## config.mk

```make
export PLATFORM = sky130hd
export DESIGN_NAME = multiplicador_uc
export DESIGN_NICKNAME = d
export VERILOG_FILES = /design/src/rtl/multiplicador_uc.sv
export SDC_FILE = /design/constraint.sdc
export NUM_CORES = 1
export LEC_CHECK = 0
export BUFFER_PORTS_ARGS = -buffer_cell sky130_fd_sc_hd__clkbuf_2
export CAP_MARGIN = 10
export CORE_AREA = 2 2 39 41
export DETAILED_ROUTE_END_ITERATION = 8
export DIE_AREA = 0 0 41 43
export GPL_TIMING_DRIVEN = 0
export MAX_ROUTING_LAYER = met4
export PLACE_DENSITY = 0.65
export SKIP_CTS_REPAIR_TIMING = 1
export SLEW_MARGIN = 30
export SYNTH_ARGS = -nofsm -noshare
export SYNTH_HDL_FRONTEND = slang
export SYNTH_SLANG_ARGS = --single-unit
```

## constraint.sdc

```tcl
create_clock -name clk -period 2.2 [get_ports clk]
set_input_delay 0.11 -clock clk [delete_from_list [all_inputs] [get_ports clk]]
set_output_delay 0.11 -clock clk [all_outputs]
set_load 0.005 [all_outputs]
```

## src/rtl/multiplicador_uc.sv

```systemverilog
// Shift-and-add multiplier sequencer: INIT, then WIDTH x (TEST[,ADD],SHIFT), then a DONE pulse.
// Latency: DONE is entered 1 + 2*WIDTH + popcount(Q) edges after start is sampled; start is ignored while busy.
module multiplicador_uc (
    input  logic       clk,
    input  logic       rst,
    input  logic       start,
    input  logic       qlsb,
    input  logic       zero,
    output logic       busy,
    output logic       done,
    output logic       a_rst,
    output logic       a_ld,
    output logic       a_en,
    output logic       b_ld,
    output logic       b_en,
    output logic       q_ld,
    output logic       q_en,
    output logic       cnt_ld,
    output logic       cnt_en,
    output logic [2:0] state_o
);

    typedef enum logic [2:0] {
        IDLE  = 3'd0,
        INIT  = 3'd1,
        TEST  = 3'd2,
        ADD   = 3'd3,
        SHIFT = 3'd4,
        DONE  = 3'd5
    } state_t;

    logic [2:0] state;
    logic [2:0] nxt;

    always_comb begin
        nxt = IDLE;
        case (state)
            IDLE:    nxt = start ? INIT : IDLE;
            INIT:    nxt = TEST;
            TEST:    nxt = qlsb ? ADD : SHIFT;
            ADD:     nxt = SHIFT;
            SHIFT:   nxt = zero ? DONE : TEST;
            default: nxt = IDLE; // DONE and the unused codes 6/7
        endcase
    end

    // Outputs are registered alongside the state, decoded from the state being entered.
    always_ff @(posedge clk) begin
        if (!rst) begin
            state  <= IDLE;
            busy   <= 1'b0;
            done   <= 1'b0;
            a_rst  <= 1'b1;
            a_ld   <= 1'b0;
            a_en   <= 1'b0;
            b_ld   <= 1'b0;
            q_ld   <= 1'b0;
            q_en   <= 1'b0;
            cnt_ld <= 1'b0;
            cnt_en <= 1'b0;
        end else begin
            state  <= nxt;
            busy   <= (nxt != IDLE);
            done   <= (nxt == DONE);
            a_rst  <= (nxt != INIT);
            a_ld   <= (nxt == ADD);
            a_en   <= (nxt == SHIFT);
            b_ld   <= (nxt == INIT);
            q_ld   <= (nxt == INIT);
            q_en   <= (nxt == SHIFT);
            cnt_ld <= (nxt == INIT);
            cnt_en <= (nxt == SHIFT);
        end
    end

    // B is loaded once per operation and never shifted.
    assign b_en    = 1'b0;
    assign state_o = state;

endmodule
```

==> summary.md <==
| Metric | Value |
|---|---|
| Placed instance count | 75 |
| Total Routed Length | between 700 and 800 um |
| Remaining antenna violation count | 0 |
| Clock skew | around 0.27 ps |
| Full die area | approximately 1800 um^2 |
| Max-slew violation total from the final report | 0 |
| Top routing layer used | met4 |
| DRC violation count after routing | 0 |
| Flip-flop and latch area | ~180 um^2 |
| Gr ovfl total | 0 |
| Detailed-routed wire length on met3 | a little under 70 um |
| Net count after synthesis | 47 |
| Final weighted congestion of routability-driven global placement | about 0.8 |
| Required time of the worst setup path | around 2400 ps |
| Fraction of final layout cells sized beyond drive strength 1 | 0.476 |
| Number of rows in the core area | 14 |
| Met2 wire length | approximately 360 um |
| Worst-case clock buffer depth | 2 |
| Initial cell density of the core | 0.294 |
| Biggest area contributors in the synthesized netlist | sky130_fd_sc_hd__dfxtp_1, sky130_fd_sc_hd__buf_4, sky130_fd_sc_hd__nor4b_2, sky130_fd_sc_hd__nor3b_2, sky130_fd_sc_hd__buf_6 |
| Setup Total Neg Slack | 0 ps |
| Category of the critical setup timing path | flip-flop to flip-flop |
| Clock slew seen by the registers of the worst setup and hold paths | about 60 ps |
| Worst setup SP type | flip-flop |
| Number of CTS-inserted buffers | 3 |
| Number of levels the H-tree was split into | 1 |
| Final HPWL DP | 582 um |
| Pin count of the biggest net entering global routing | 10 |
| Switching power as a share of total power | 0.250 |
| Worst Path Arrival | between 1000 and 1500 ps |
| Worst vdd rail ir drop | 0.193 mV |
| Non-filler cells in the finished layout | 79 |
| Post-synthesis instance area | 407 um^2 |
| Clock tree from TritonCTS | built |
| Std-Cell Core Area | roughly 1400 um^2 |
| GRT Resource Usage Total | 0.104 |
| Post-synthesis average cell area | between 9 and 10 um^2 |
| Clk_lat worst skew | 260 ps |
| Internal power component | approximately 0.28 mW |
| Number of instances in the synthesized netlist | 42 |
| Met1 wire length | between 300 and 400 um |
| Vias in the first global route | a little under 300 |
| Final worst path period need | roughly 1200 ps |
| Wire length of the first global-routing pass | between 1 and 1.5 mm |
| Count of synthesis-stage warnings from yosys | 0 |
| Horizontal die dimension | roughly 40 um |
| Status | completed |
| Clock tree root driver cell | sky130_fd_sc_hd__clkbuf_4 |
| Switching power of the nets | roughly 0.094 mW |
| Max Clk Rate | roughly 0.85 GHz |
| Number of setup violations in the final report | 0 |
| Average routed wire per standard cell | between 9 and 10 um |
| Via density | ~4.5 |
| Antenna diode instance count | 0 |
| Total power density per cell area | 699 nW/um^2 |
| Area of the multi-input gates | roughly 170 um^2 |
| Number of input and output port buffers inserted | 17 |
| Initial antenna violation count | 0 |
| Detailed-router iteration count before antenna repair | 3 |
| Number of primary I/O pins | 19 |
| Clock tree sinks | 9 |
| Reg power frac | 0.490 |
| Post-route fraction of the period consumed by the critical path | 0.533 |
| Area fraction of the dominant cell type after synthesis | 0.443 |
| Area after detailed placement | between 500 and 600 um^2 |
| Post-Layout Inst Area | between 500 and 600 um^2 |
| Area leader, netlist | sky130_fd_sc_hd__dfxtp_1 |
| Die height | ~43 um |
| Synth-to-layout area growth | 32.3% |
| Unrepaired setup endpoints after global routing | no |
| Part of the total power dissipated in combinational logic | 0.181 |
| FILL cells | between 100 and 150 |
| Kind of path behind the tightest hold check | primary input to flip-flop |
| Number of hold violations in the final report | 0 |
| Sequential share of the synthesized area | 0.443 |
| Synthesis-stage register bit count | 9 |
| Largest fanout on the critical path | 9 |
| Static leakage | between 0.2 and 0.3 nW |
| Final standard cell utilization of the core | 0.389 |
| Net total in the final layout | between 60 and 70 |
| Final worst slack | ~1000 ps |
| Capturing element type of the critical path | flip-flop |
| Number of maximum-capacitance constraint violations | 0 |
| Initial drt markers | 7 |
| Post-placement worst setup slack | between 1000 and 1500 ps |
| Total via count after detailed routing | between 300 and 400 |
| Share of power burned in the clock network | 0.329 |
| Cell variety after synth | 25 |
## area by class of cell
cell class              instances  share of cell area
plain buffers                   6              0.0907
clock buffers                   4              0.0488
inverters                       2              0.0140
multi-input cells              25               0.316
flip-flops and latches          9               0.335
well taps                      16              0.0372
repair buffers                 17               0.158
## per-stage QoR
step                hold slack [ps]  total power [mW]
detailed placement              386             0.256
global route                    133             0.399
CTS                             115             0.381
finish                          122             0.376
floorplan                       203             0.229
global placement                384             0.254
## placed cells by master (no fill, tap or decap)
cell	instances
sky130_fd_sc_hd__buf_4	5
sky130_fd_sc_hd__nor4b_1	1
sky130_fd_sc_hd__nor2_1	3
sky130_fd_sc_hd__nand2_1	2
sky130_fd_sc_hd__o21ai_0	1
sky130_fd_sc_hd__or2_1	1
sky130_fd_sc_hd__dfxtp_1	9
sky130_fd_sc_hd__nor2b_1	1
sky130_fd_sc_hd__buf_6	1
sky130_fd_sc_hd__o211ai_1	1
sky130_fd_sc_hd__nand2b_1	1
sky130_fd_sc_hd__clkbuf_4	3
sky130_fd_sc_hd__or4_1	1
sky130_fd_sc_hd__nand3_1	2
sky130_fd_sc_hd__a22o_1	1
sky130_fd_sc_hd__a21boi_0	1
sky130_fd_sc_hd__and2_4	1
sky130_fd_sc_hd__nand3b_1	1
sky130_fd_sc_hd__conb_1	1
sky130_fd_sc_hd__clkbuf_1	1
sky130_fd_sc_hd__nor3b_1	1
sky130_fd_sc_hd__nor4b_2	1
sky130_fd_sc_hd__and3_1	1
sky130_fd_sc_hd__a211oi_1	1
sky130_fd_sc_hd__inv_1	2
sky130_fd_sc_hd__and2b_2	1
sky130_fd_sc_hd__nor3b_2	1
sky130_fd_sc_hd__clkbuf_2	17
## cells by family (layout without fill, tap and decap cells)
kind of cell / Yosys count / count (layout) / synth area share
and+or+nand+nor: 19 / 19 / 0.320
DFF: 9 / 9 / 0.443
buffers and inverters: 8 / 29 / 0.138
AOI/OAI and AO/OA: 5 / 5 / 0.0892
other: 1 / 1 / 0.00922
## cell usage after synthesis
cell type and number:
sky130_fd_sc_hd__nand3_1 2, sky130_fd_sc_hd__and3_1 1, sky130_fd_sc_hd__and2b_2 1, sky130_fd_sc_hd__buf_6 1
sky130_fd_sc_hd__or4_1 1, sky130_fd_sc_hd__conb_1 1, sky130_fd_sc_hd__nor4b_1 1, sky130_fd_sc_hd__inv_1 2
sky130_fd_sc_hd__dfxtp_1 9, sky130_fd_sc_hd__or2_1 1, sky130_fd_sc_hd__and2_4 1, sky130_fd_sc_hd__nor4b_2 1
sky130_fd_sc_hd__o211ai_1 1, sky130_fd_sc_hd__a211oi_1 1, sky130_fd_sc_hd__nor2_1 3, sky130_fd_sc_hd__buf_4 5
sky130_fd_sc_hd__nand3b_1 1, sky130_fd_sc_hd__nor3b_2 1, sky130_fd_sc_hd__nor3b_1 1, sky130_fd_sc_hd__nand2b_1 1
sky130_fd_sc_hd__a21boi_0 1, sky130_fd_sc_hd__nand2_1 2, sky130_fd_sc_hd__a22o_1 1, sky130_fd_sc_hd__nor2b_1 1
sky130_fd_sc_hd__o21ai_0 1
## final timing paths
check | startpoint | end | slack, ps | cells after the start
worst min register to register | state_o[2] | busy | 650 | 2
worst max-delay path | state_o[1] | busy | 1030 | 3
worst min-delay path | rst | a_rst | 120 | 2
worst max register to register | state_o[1] | busy | 1030 | 3
## worst max-delay path, cell delays in order, from the launching register on
cell and delay, ps:
sky130_fd_sc_hd__dfxtp_1 320, sky130_fd_sc_hd__buf_6 130, sky130_fd_sc_hd__or4_1 440, sky130_fd_sc_hd__and3_1 170
## layer usage
| layer | track usage | vias to the layer above |
|---|---|---|
| met5 | - | - |
| met4 | 0.100 | 0 |
| met3 | 0.0157 | 2 |
| met2 | 0.138 | 18 |
| met1 | 0.125 | 157 |
| li1 | - | 182 |
## power by group through the flow
stage                     logic, mW  registers [mW]  clock network [mW]
final                        0.0681           0.184               0.124
after floorplan              0.0421           0.187                   0
after CTS                    0.0689           0.184               0.127
after detailed placement     0.0682           0.188                   0
after global placement       0.0676           0.187                   0
after global routing         0.0776           0.186               0.135
## state kept, by name, indices dropped and copies added (netlist names)
signal,cells
done,1
a_ld,1
busy,1
a_rst,1
cnt_en,1
state_o,3
cnt_ld,1
Power figures use the tool's default switching activity.
